===== src/rtl/taillight_seq_if.sv =====
// Lamp-sequencer signal bundle: driver switch requests in, lamp drives out.
// Optional feature macro: TAILLIGHT_BRAKE_EN (adds the brake request B).
`timescale 1ns/1ps

interface taillight_seq_if #(
    parameter int LAMPS = 3
);
    logic             L;
    logic             R;
    logic             H;
`ifdef TAILLIGHT_BRAKE_EN
    logic             B;
`endif
    logic [LAMPS-1:0] lamp_l;
    logic [LAMPS-1:0] lamp_r;
    logic             busy;

`ifdef TAILLIGHT_BRAKE_EN
    modport master (output L, R, H, B, input lamp_l, lamp_r, busy);
    modport slave  (input L, R, H, B, output lamp_l, lamp_r, busy);
`else
    modport master (output L, R, H, input lamp_l, lamp_r, busy);
    modport slave  (input L, R, H, output lamp_l, lamp_r, busy);
`endif
endinterface


===== src/rtl/taillight_seq.sv =====
// Parametrised tail-light sequencer: thermometer "fill" per side for turns,
// whole-side flash for hazard, stepped by a free-running prescaler.
// Optional feature macro: TAILLIGHT_BRAKE_EN (brake forces idle sides on).
`timescale 1ns/1ps

module taillight_seq #(
    parameter int LAMPS = 3,
    parameter int DIV   = 1
) (
    input logic          clk,
    input logic          reset,
    taillight_seq_if.slave bus
);
    localparam int PH_W  = $clog2(LAMPS + 1);
    localparam int CNT_W = (DIV > 1) ? $clog2(DIV) : 1;
    localparam logic [PH_W-1:0]  LAST_PH  = PH_W'(LAMPS);
    localparam logic [PH_W-1:0]  FIRST_PH = PH_W'(1);
    localparam logic [CNT_W-1:0] LAST_CNT = CNT_W'(DIV - 1);

    typedef enum logic [1:0] {
        IDLE  = 2'd0,
        LEFT  = 2'd1,
        RIGHT = 2'd2,
        HAZ   = 2'd3
    } state_t;

    state_t           state;
    state_t           state_nx;
    state_t           start_state;
    logic [PH_W-1:0]  phase;
    logic [PH_W-1:0]  phase_nx;
    logic [PH_W-1:0]  start_phase;
    logic [CNT_W-1:0] count;
    logic             tick;
    logic             haz;
    logic [LAMPS-1:0] fill;
    logic [LAMPS-1:0] lamp_l_nx;
    logic [LAMPS-1:0] lamp_r_nx;
    logic             busy_nx;
    logic [LAMPS-1:0] lamp_l_q;
    logic [LAMPS-1:0] lamp_r_q;
    logic             busy_q;

    assign tick = (count == LAST_CNT);
    assign haz  = bus.H | (bus.L & bus.R);

    // Free-running step prescaler; requests never restart it.
    always_ff @(posedge clk or posedge reset) begin
        if (reset) begin
            count <= '0;
        end else if (tick) begin
            count <= '0;
        end else begin
            count <= count + 1'b1;
        end
    end

    // Where a fresh sequence would begin from idle, with priority Haz > L > R.
    always_comb begin
        start_state = IDLE;
        start_phase = '0;
        if (haz) begin
            start_state = HAZ;
            start_phase = FIRST_PH;
        end else if (bus.L) begin
            start_state = LEFT;
            start_phase = FIRST_PH;
        end else if (bus.R) begin
            start_state = RIGHT;
            start_phase = FIRST_PH;
        end
    end

    // Next state and phase; everything holds between prescaler ticks.
    always_comb begin
        state_nx = state;
        phase_nx = phase;
        if (tick) begin
            case (state)
                IDLE: begin
                    state_nx = start_state;
                    phase_nx = start_phase;
                end
                LEFT, RIGHT: begin
                    if (haz) begin
                        state_nx = HAZ;
                        phase_nx = FIRST_PH;
                    end else if (phase == '0) begin
                        state_nx = start_state;
                        phase_nx = start_phase;
                    end else if (phase == LAST_PH) begin
                        phase_nx = '0;
                    end else begin
                        phase_nx = phase + 1'b1;
                    end
                end
                HAZ: begin
                    if (phase != '0) begin
                        phase_nx = '0;
                    end else if (haz) begin
                        phase_nx = FIRST_PH;
                    end else begin
                        state_nx = start_state;
                        phase_nx = start_phase;
                    end
                end
                default: begin
                    state_nx = IDLE;
                    phase_nx = '0;
                end
            endcase
        end
    end

    // State and phase register.
    always_ff @(posedge clk or posedge reset) begin
        if (reset) begin
            state <= IDLE;
            phase <= '0;
        end else begin
            state <= state_nx;
            phase <= phase_nx;
        end
    end

    // Lamp patterns decoded from the upcoming state/phase so outputs are registered.
    always_comb begin
        fill      = '0;
        lamp_l_nx = '0;
        lamp_r_nx = '0;
        for (int k = 0; k < LAMPS; k++) begin
            fill[k] = (k < int'(phase_nx));
        end
        case (state_nx)
            LEFT:    lamp_l_nx = fill;
            RIGHT:   lamp_r_nx = fill;
            HAZ: begin
                if (phase_nx != '0) begin
                    lamp_l_nx = '1;
                    lamp_r_nx = '1;
                end
            end
            default: ;
        endcase
`ifdef TAILLIGHT_BRAKE_EN
        if (bus.B && (state_nx != HAZ)) begin
            if (state_nx != LEFT) begin
                lamp_l_nx = '1;
            end
            if (state_nx != RIGHT) begin
                lamp_r_nx = '1;
            end
        end
`endif
        busy_nx = (state_nx != IDLE);
    end

    // Output register, loaded on the same ticks that move the sequence.
    always_ff @(posedge clk or posedge reset) begin
        if (reset) begin
            lamp_l_q <= '0;
            lamp_r_q <= '0;
            busy_q   <= 1'b0;
        end else if (tick) begin
            lamp_l_q <= lamp_l_nx;
            lamp_r_q <= lamp_r_nx;
            busy_q   <= busy_nx;
        end
    end

    assign bus.lamp_l = lamp_l_q;
    assign bus.lamp_r = lamp_r_q;
    assign bus.busy   = busy_q;

endmodule

===== src/flat_wrapper.sv =====
// flat-port wrapper written by rule: the top's interface ports become plain ports
module taillight_seq_flat 
#(
    parameter int LAMPS = 3,
    parameter int DIV   = 1
)
  (clk, reset, bus_L, bus_R, bus_H, bus_lamp_l, bus_lamp_r, bus_busy);
  taillight_seq_if #(.LAMPS(LAMPS)) bus_i ();
  input logic clk;
  input logic reset;
  input wire logic [$bits(bus_i.L)-1:0] bus_L;
  input wire logic [$bits(bus_i.R)-1:0] bus_R;
  input wire logic [$bits(bus_i.H)-1:0] bus_H;
  output wire logic [$bits(bus_i.lamp_l)-1:0] bus_lamp_l;
  output wire logic [$bits(bus_i.lamp_r)-1:0] bus_lamp_r;
  output wire logic [$bits(bus_i.busy)-1:0] bus_busy;
  assign bus_i.L = bus_L;
  assign bus_i.R = bus_R;
  assign bus_i.H = bus_H;
  assign bus_lamp_l = bus_i.lamp_l;
  assign bus_lamp_r = bus_i.lamp_r;
  assign bus_busy = bus_i.busy;
  taillight_seq #(.LAMPS(LAMPS), .DIV(DIV)) u_core (.clk(clk), .reset(reset), .bus(bus_i));
endmodule

===== config.mk =====
export PLATFORM = sky130hd
export DESIGN_NAME = taillight_seq_flat
export DESIGN_NICKNAME = d
export VERILOG_FILES = /design/src/rtl/taillight_seq_if.sv /design/src/rtl/taillight_seq.sv /design/src/flat_wrapper.sv
export SDC_FILE = /design/constraint.sdc
export NUM_CORES = 1
export LEC_CHECK = 0
export ABC_AREA = 1
export CAP_MARGIN = 20
export CORE_UTILIZATION = 44
export DETAILED_ROUTE_END_ITERATION = 10
export HOLD_SLACK_MARGIN = 0.02
export PLACE_DENSITY = 0.72
export SETUP_SLACK_MARGIN = 0.2
export SYNTH_ARGS = -nofsm -noshare
export SYNTH_HDL_FRONTEND = slang
export SYNTH_SLANG_ARGS = --single-unit

===== constraint.sdc =====
create_clock -name clk -period 1.4 [get_ports clk]
set_input_delay 0.28 -clock clk [delete_from_list [all_inputs] [get_ports clk]]
set_output_delay 0.28 -clock clk [all_outputs]
set_load 0.005 [all_outputs]

-- After elaboration in Yosys (flattened, before gate mapping)
Index checks and enable logic that the tools add are counted.
- register bits after elaboration: 12
- output and inout port bits: 7
- bits of input ports: 5
- reductions and logical operators: 6
- bitwise operators: 2
- muxes and demuxes: 23
- add/subtract/negate cells: 2
- order comparisons: 3
- equality and inequality tests: 7
- operator list (kind ; number):
    $mux W2 ; 16
    $pmux W2 S3 ; 2
    $pmux W3 S2 ; 2
    $eq A2 B2 Y1 const B ; 5
    $reduce_bool A2 Y1 ; 3
    $eq A2 B1 Y1 const B ; 2
    $logic_not A2 Y1 ; 2
    $lt A1 B2 Y1 const A ; 2
    $mux W3 ; 1
    $add A2 B1 Y2 const B ; 1
    $lt A2 B2 Y1 const A ; 1
    $mux W1 ; 2
    $reduce_or A2 Y1 ; 1
    $add A1 B1 Y1 const B ; 1
    $and A1 B1 Y1 ; 1
    $or A1 B1 Y1 ; 1

-- Logic depth before layout (Yosys ltp)
Gate-level depths: netlist of run 1.
- depth after elaboration: 10
- mapped depth: 11
- gate-level depth less buffers: 11

-- Least setup slack after synthesis of run 1
No wires, ideal clock.
- path type: reg-to-reg
- start: register u_core.state[0]
- end: register u_core.lamp_r_q[2] (netlist: u_core.bus.lamp_r[2])
- slack: -88 ps
- required time: 1282 ps
- cell stages (with the launch flop): 8
- arrival time: 1371 ps
- cell sequence: dfrtp_1 inv_1 ha_1 nor2_1 a21boi_4 nor2_8 nand3_4 nand2_1
- elaborated cells between the ends (all ways): 19
- classes of those cells: order compare (1); eq/ne (5); mux (10); reduce/logical (3)
- RTL lines (item ; RTL line ; RTL):
    start: declaration ; taillight_seq.sv:27 ; state_t state;
    start signal: assignment ; taillight_seq.sv:121 ; state <= state_nx;
    $eq A2 B1 Y1 (tied with other cells) ; taillight_seq.sv:79 ; case (state)
    $reduce_or A2 Y1 (tied with other cells) ; taillight_seq.sv:79 ;
    $pmux W2 S3 ; taillight_seq.sv:79 ;
    $mux W2 (*) ; taillight_seq.sv:78 ; if (tick) begin
    named net u_core.state_nx[0] ; taillight_seq.sv:28 ; state_t state_nx;
    $eq A2 B2 Y1 ; taillight_seq.sv:134 ; case (state_nx)
    $pmux W3 S2 (*) ; taillight_seq.sv:134 ;
    named net u_core.lamp_r_nx[2] ; taillight_seq.sv:38 ; logic [LAMPS-1:0] lamp_r_nx;
    end signal: assignment ; taillight_seq.sv:166 ; lamp_r_q <= lamp_r_nx;
    end: declaration ; taillight_seq.sv:41 ; logic [LAMPS-1:0] lamp_r_q;
Mark *: on every way through the listed nets, which the timed path passes. The rest lies on a longest branch.
A chain may end at the register's enable or synchronous reset.

-- Final worst setup path of run 1
- start: register u_core.state[1]
- end: register u_core.lamp_r_q[2] (netlist: u_core.bus.lamp_r[2])
- longest elaborated chain between the ends: 7
- elaborated cells between the ends (all ways): 19
- classes of those cells: order compare (1); eq/ne (5); mux (10); reduce/logical (3)
- ends and longest elaborated chain (item ; RTL line ; RTL):
    $eq A2 B1 Y1 or $eq A2 B2 Y1 (tied branches) ; taillight_seq.sv:79 ;
    $reduce_or A2 Y1 ; taillight_seq.sv:79 ;
    $pmux W2 S3 ; taillight_seq.sv:79 ;
    $mux W2 ; taillight_seq.sv:78 ;
    $reduce_bool A2 Y1 ; taillight_seq.sv:138 ; if (phase_nx != '0) begin
    $mux W3 ; taillight_seq.sv:138 ;
    $pmux W3 S2 (*) ; taillight_seq.sv:134 ;
    named net u_core.lamp_r_nx[2] ; taillight_seq.sv:38 ;
Marks and branches as above.

==> results.py, run 1 <==
metrics = {
    "die": {
        "initial_core_util_pct": 48.78,
        "rows": 13,
        "pin_count": 12,
        "die_h_um": 40.46,
        "dieArea_um2": 1637,
        "die_w_um": 40.46,
        "core_um2": 1334,
    },
    "clock_network": {
        "cts_tree": "built",
        "cts-root-buf": "clkbuf_4",
        "cts_max_level": 1,
        "hold_buffers": 0,
        "clk_pin_slew_ps": 60,
        "clock_sinks": 11,
        "cts_buffers": 3,
        "clk_latency_ps": 270,
        "clock_path_buffers": 2,
    },
    "synthesis": {
        "synth_area_per_cell_um2": 8.792,
        "synthCells": 74,
        "ys_ff_latch": 11,
        "mappedNetlistNets": 83,
        "synth_warnings": 0,
        "synth_cell_types": 15,
        "syn-cell-area_um2": 650.6,
        "yosysSeqAreaShare_pct": 42.31,
    },
    "sta": {
        "maxSlewHeadroom_pct": 73.67,
        "setup_violations": 4,
        "rsz0062_at_grt": "yes",
        "period_share_pct": 102.0,
        "final_max_slew_viol_count": 0,
        "fin_crit_ps": 1428,
        "final_hold_viol_count": 0,
        "worst_pin_slew_ps": 394.5,
        "setup_ws_ps": -27.60,
        "max_freq_mhz": 700.5,
        "clock_skew_ps": 0.8841,
    },
    "route": {
        "antenna_left": 0,
        "routedWlPerCell_um": 11.18,
        "vias_per_cell": 4.777,
        "drc": 0,
        "routed_wl_mm": 1.252,
        "firstDrtPassIters": 4,
        "drt_iter0_markers": 9,
        "routed-via-count": 535,
    },
    "global_route": {
        "grt_pass1_vias": 466,
        "grt_pass1_wl_mm": 1.863,
        "grt_max_degree": 12,
        "grt_overflow": 0,
        "antenna_found_initial": 0,
        "grt_usage_pct": 18.13,
    },
    "power_and_ir_drop": {
        "finalPower_mw": 2.538,
        "p_per_area_nw_per_um2": 2716,
        "p_leak_nw": 0.4991,
        "max-vdd-ir-drop_mv": 1.368,
    },
    "placement": {
        "gp_congestion": 0.7290,
        "dp_hpwl_um": 914.6,
        "dp_slack_ps": -166.0,
        "io_buffers": 11,
    },
    "setup_path": {
        "cp_slowest_cell": "dfrtp_1",
        "cp.arrival_ps": 1590,
        "slowest_delay_ps": 410,
        "r2r_slack_ps": -30,
        "crit_type": "reg2reg",
        "worstPathRequired_ps": 1560,
        "path_common_cell": "nand2_1",
        "r2r_start": "u_core.state[1]",
        "cp_max_fo": 4,
        "rr_worst_depth": 10,
        "reg2reg_to": "u_core.bus.lamp_r[2]",
        "setup.worst_path.end_class": "flip-flop",
        "worst_setup_path_start_kind": "flip-flop",
        "critical_path.cell_chain": "inv_2, ha_4, nor2_4, nand2_1, nand2_1, inv_1, nand2_2, nand2_4, nand3_4, nand2_1",
    },
    "status": {
        "outcome": "finished, violations left",
        "violations": "setup timing",
    },
    "final_layout": {
        "final_common_cell": "nand2_1",
        "num_antenna_cells": 0,
        "syn_to_final_growth_pct": 43.65,
        "fin_nets": 107,
        "drive_gt1_share_pct": 41.24,
        "final_cell_mix": "nand2_1, dfrtp_1, inv_1, buf_4, nand3_2",
        "n_fill_cell": 106,
        "post-route-util_pct": 70.08,
    },
    "hold_path": {
        "hp-class": "in2async",
    },
    "flow_run": {
        "drv_cap": 0,
    },
}
-- per-stage QoR --
stage | instances | hold slack (ps) | cell area [um^2] | setup TNS (ps)
3_5_place_dp | 104 | 595.3 | 847.1 | -1031
5_1_grt | 112 | 310.7 | 934.6 | -569.5
3_3_place_gp | 104 | 583.7 | 847.1 | -1028
2_1_floorplan | 74 | 132.4 | 688.2 | 0
6_report | 112 | 300.7 | 934.6 | -90.03
4_1_cts | 109 | 307.0 | 884.6 | -49.92
-- sequential cells by signal, indices dropped and copies added, names as in the netlist --
register and flops:
u_core.phase 2, u_core.bus.busy 1, u_core.bus.lamp_l 3, u_core.bus.lamp_r 3
u_core.state 2
-- timing repair --
item	in CTS	in global routing
pin swaps	3	1
buffers inserted	1	3
resized for setup	11	10
endpoints found under the setup margin	17	14
endpoints found under the hold margin	0	0
-- layout make-up --
| type | count | area [um^2] | share of cell area [%] |
|---|---|---|---|
| Tap cell | 15 | 18.77 | 2.008 |
| Clock buffer | 4 | 26.28 | 2.811 |
| Multi-Input combinational cell | 48 | 386.6 | 41.37 |
| Timing Repair Buffer | 19 | 166.4 | 17.80 |
| Inverter | 15 | 61.31 | 6.560 |
| Sequential cell | 11 | 275.3 | 29.45 |
-- cell usage after synthesis (all sizes together) --
master | instances | area, um^2
a21boi | 1 | 18.77
dfrtp | 11 | 275.3
ha | 4 | 50.05
inv | 15 | 56.30
nand2 | 23 | 121.4
nand3 | 12 | 77.58
nor2 | 7 | 45.05
or2 | 1 | 6.260
-- critical path, delay by kind of cell (launching register included) --
family / cells / cell delay, ps
DFF: 1 / 410
and+or+nand+nor: 7 / 550
adders and majority gates: 1 / 220
buffers and inverters: 2 / 140
-- worst max-delay path by stage --
stage / startpoint / end / slack, ps / depth (start not counted)
6_report: u_core.state[1] / u_core.bus.lamp_r[2] / -30 / 10
5_1_grt: u_core.state[1] / u_core.bus.lamp_r[2] / -120 / 10
4_1_cts: u_core.state[1] / u_core.bus.lamp_l[1] / -10 / 10
3_5_place_dp: bus_H / u_core.bus.lamp_l[1] / -170 / 9
3_3_place_gp: bus_H / u_core.bus.lamp_r[2] / -170 / 9
2_1_floorplan: u_core.state[0] / u_core.bus.lamp_r[2] / 90 / 7
-- metal layers --
metal  wire (um)  GRT usage [%]
met1         544          21.03
met3          35          3.333
met2         658          29.76
met5           0              0
met4          12          12.50
-- cells by family (layout without fill, tap and decap cells) --
family / after synthesis / in the layout / synth area share, %
compound gates: 1 / 1 / 2.885
fa+ha+maj: 4 / 4 / 7.693
buf+inv: 15 / 38 / 8.653
flops: 11 / 11 / 42.31
simple gates: 43 / 43 / 38.46
-- report_power, final --
part / leakage, nW / internal [mW] / switching, mW
Sequential: 0.136 / 0.468 / 0.0588
Combinational: 0.348 / 0.788 / 1.01
Clock: 0.0150 / 0.110 / 0.101
Power figures use the tool's default switching activity.
==> run 2: changes to the inputs <==
--- a/config.mk
+++ b/config.mk
@@ -7,10 +7,10 @@
 export LEC_CHECK = 0
 export ABC_AREA = 1
 export CAP_MARGIN = 20
-export CORE_UTILIZATION = 44
+export CORE_UTILIZATION = 49
 export DETAILED_ROUTE_END_ITERATION = 10
 export HOLD_SLACK_MARGIN = 0.02
-export PLACE_DENSITY = 0.72
+export PLACE_DENSITY = 0.76
 export SETUP_SLACK_MARGIN = 0.2
 export SYNTH_ARGS = -nofsm -noshare
 export SYNTH_HDL_FRONTEND = slang
==> constraint.sdc (replaced) <==
create_clock -name clk -period 1.36 [get_ports clk]
set_input_delay 0.272 -clock clk [delete_from_list [all_inputs] [get_ports clk]]
set_output_delay 0.272 -clock clk [all_outputs]
set_load 0.005 [all_outputs]
==> run 2 against run 1 <==
- the run still ends with setup timing left
- highest routed layer unchanged
- via count increased by 0.75%
- worst hold slack got worse by 25 ps
- count of clock-buffer cells in the layout unchanged
- register-to-register slack got worse by 70 ps
- largest cell class unchanged
- sequential cell count unchanged
- combinational power increased by 20%
==> results.py, run 2 (synthesis gave the netlist of run 1 again) <==
metrics = {
    "route": {
        "routed-via-count": 539,
        "firstDrtPassIters": 2,
        "drc": 0,
        "antenna_left": 0,
        "drt_iter0_markers": 4,
        "routed_wl_mm": 1.519,
        "vias_per_cell": 4.900,
        "routedWlPerCell_um": 13.81,
    },
    "setup_path": {
        "setup.worst_path.end_class": "flip-flop",
        "critical_path.cell_chain": "inv_2, ha_4, nor2_4, buf_6, nand2_4, nand2_4, inv_2, nand3_4, nand2_1",
        "cp.arrival_ps": 1620,
        "cp_slowest_cell": "dfrtp_1",
        "cp_top_family": "simple AND/OR/NAND/NOR gates",
        "crit_buf_inv": 3,
        "cp_max_fo": 4,
        "crit_type": "reg2reg",
        "worstPathRequired_ps": 1520,
        "slowest_delay_ps": 410,
        "worst_setup_path_start_kind": "flip-flop",
    },
    "final_layout": {
        "final_common_cell": "dfrtp_1",
        "fin_nets": 106,
        "drive_gt1_share_pct": 52.08,
        "syn_to_final_growth_pct": 49.04,
        "final_cell_mix": "dfrtp_1, nand2_1, nand2_2",
        "layout.cells.non_filler": 110,
        "postLayoutCellArea_um2": 969.7,
        "num_antenna_cells": 0,
    },
    "placement": {
        "dpl_cell_area_um2": 855.8,
        "io_buffers": 11,
        "dp.cells": 103,
        "gp_congestion": 0.8849,
        "dp_hpwl_mm": 1.012,
    },
    "sta": {
        "final_hold_viol_count": 0,
        "fin_crit_ps": 1459,
        "period_share_pct": 107.3,
        "setup_violations": 6,
        "maxSlewHeadroom_pct": 74.10,
        "worst_pin_slew_ps": 388.1,
        "max_freq_mhz": 685.5,
        "final_max_slew_viol_count": 0,
        "setup_ws_ps": -98.74,
        "timing.hold.ws_ps": 275.7,
        "clock_skew_ps": 1.232,
        "rsz0062_at_grt": "yes",
    },
    "status": {
        "violations": "setup timing",
        "outcome": "finished, violations left",
    },
    "clock_network": {
        "clk_latency_ps": 270,
        "clock_sinks": 11,
        "clock_path_buffers": 2,
        "cts_buffers": 3,
        "clk_pin_slew_ps": 60,
        "cts_tree": "built",
        "cts-root-buf": "clkbuf_4",
        "cts_max_level": 1,
    },
    "power_and_ir_drop": {
        "max-vdd-ir-drop_mv": 2.220,
        "p_leak_nw": 0.4911,
        "p_per_area_nw_per_um2": 3022,
        "finalPower_mw": 2.930,
    },
    "global_route": {
        "grt_pass1_vias": 531,
        "grt_usage_pct": 23.95,
        "grt_max_degree": 12,
        "antenna_found_initial": 0,
        "grt_pass1_wl_mm": 2.290,
        "grt_overflow": 0,
    },
    "flow_run": {
        "drv_cap": 0,
    },
    "hold_path": {
        "hp-class": "in2async",
    },
    "die": {
        "rows": 12,
        "core_um2": 1171,
        "pin_count": 12,
        "initial_core_util_pct": 55.56,
        "die_h_um": 38.44,
        "dieArea_um2": 1478,
        "die_w_um": 38.44,
    },
}
## run 2: cell count changes in the layout (fill, tap and decap cells not counted), moves of 2 or more
cell / change
buf_4: -3
buf_6: +2
clkdlybuf4s15_1: +2
dlygate4sd2_1: -3
inv_1: -2
inv_2: +3
nand2_1: -6
nand2_2: +4
nand2_4: +2
## run 2: path summary, 6_finish.rpt
check	cells after the start	startpoint	slack, ps	endpoint
worst max-delay path	9	u_core.state[1]	-100	u_core.bus.lamp_r[2]
min in group clk	4	u_core.state[1]	810	u_core.state[1]
max in group asynchronous	2	reset	810	u_core.bus.lamp_r[1]
worst min-delay path	2	reset	280	u_core.bus.busy
worst min register to register	4	u_core.state[1]	810	u_core.state[1]
worst max register to register	9	u_core.state[1]	-100	u_core.bus.lamp_r[2]
## run 2: routing by layer
layer  global-route usage [%]  up-vias  wire, um
met5                        0        -         0
met3                    6.977        5        50
met2                    39.83        7       816
met4                    10.34        0        31
met1                    28.57      260       620
li1                         -      267         -
## run 2: area by class of cell
type	instances	area, um^2
Multi-Input combinational cell	48	426.7
Sequential cell	11	275.3
Clock buffer	4	26.28
Fill cell	68	201.4
Inverter	15	58.81
Tap cell	14	17.52
Timing Repair Buffer	18	165.2
## run 2: stage by stage
step / utilization (%) / setup TNS [ps] / setup slack (ps)
after floorplan: - / 0 / 52.51
after global placement: 73.08 / -1121 / -177.1
after detailed placement: 73.08 / -1354 / -202.8
after CTS: 78.74 / -135.6 / -37.06
after global routing: 82.80 / -823.8 / -151.5
final: 82.80 / -387.4 / -98.74
## run 2: what timing repair did
item,in CTS,in global routing
setup buffers,3,0
resized for setup,17,20
pin swaps,3,9
setup endpoints to repair,17,16
hold buffers,0,0
## run 2: report_power, final
| part | internal, mW | switching, mW | total, mW |
|---|---|---|---|
| registers | 0.482 | 0.0692 | 0.551 |
| logic | 0.952 | 1.21 | 2.16 |
| clock network | 0.114 | 0.108 | 0.222 |
| total | 1.55 | 1.38 | 2.93 |
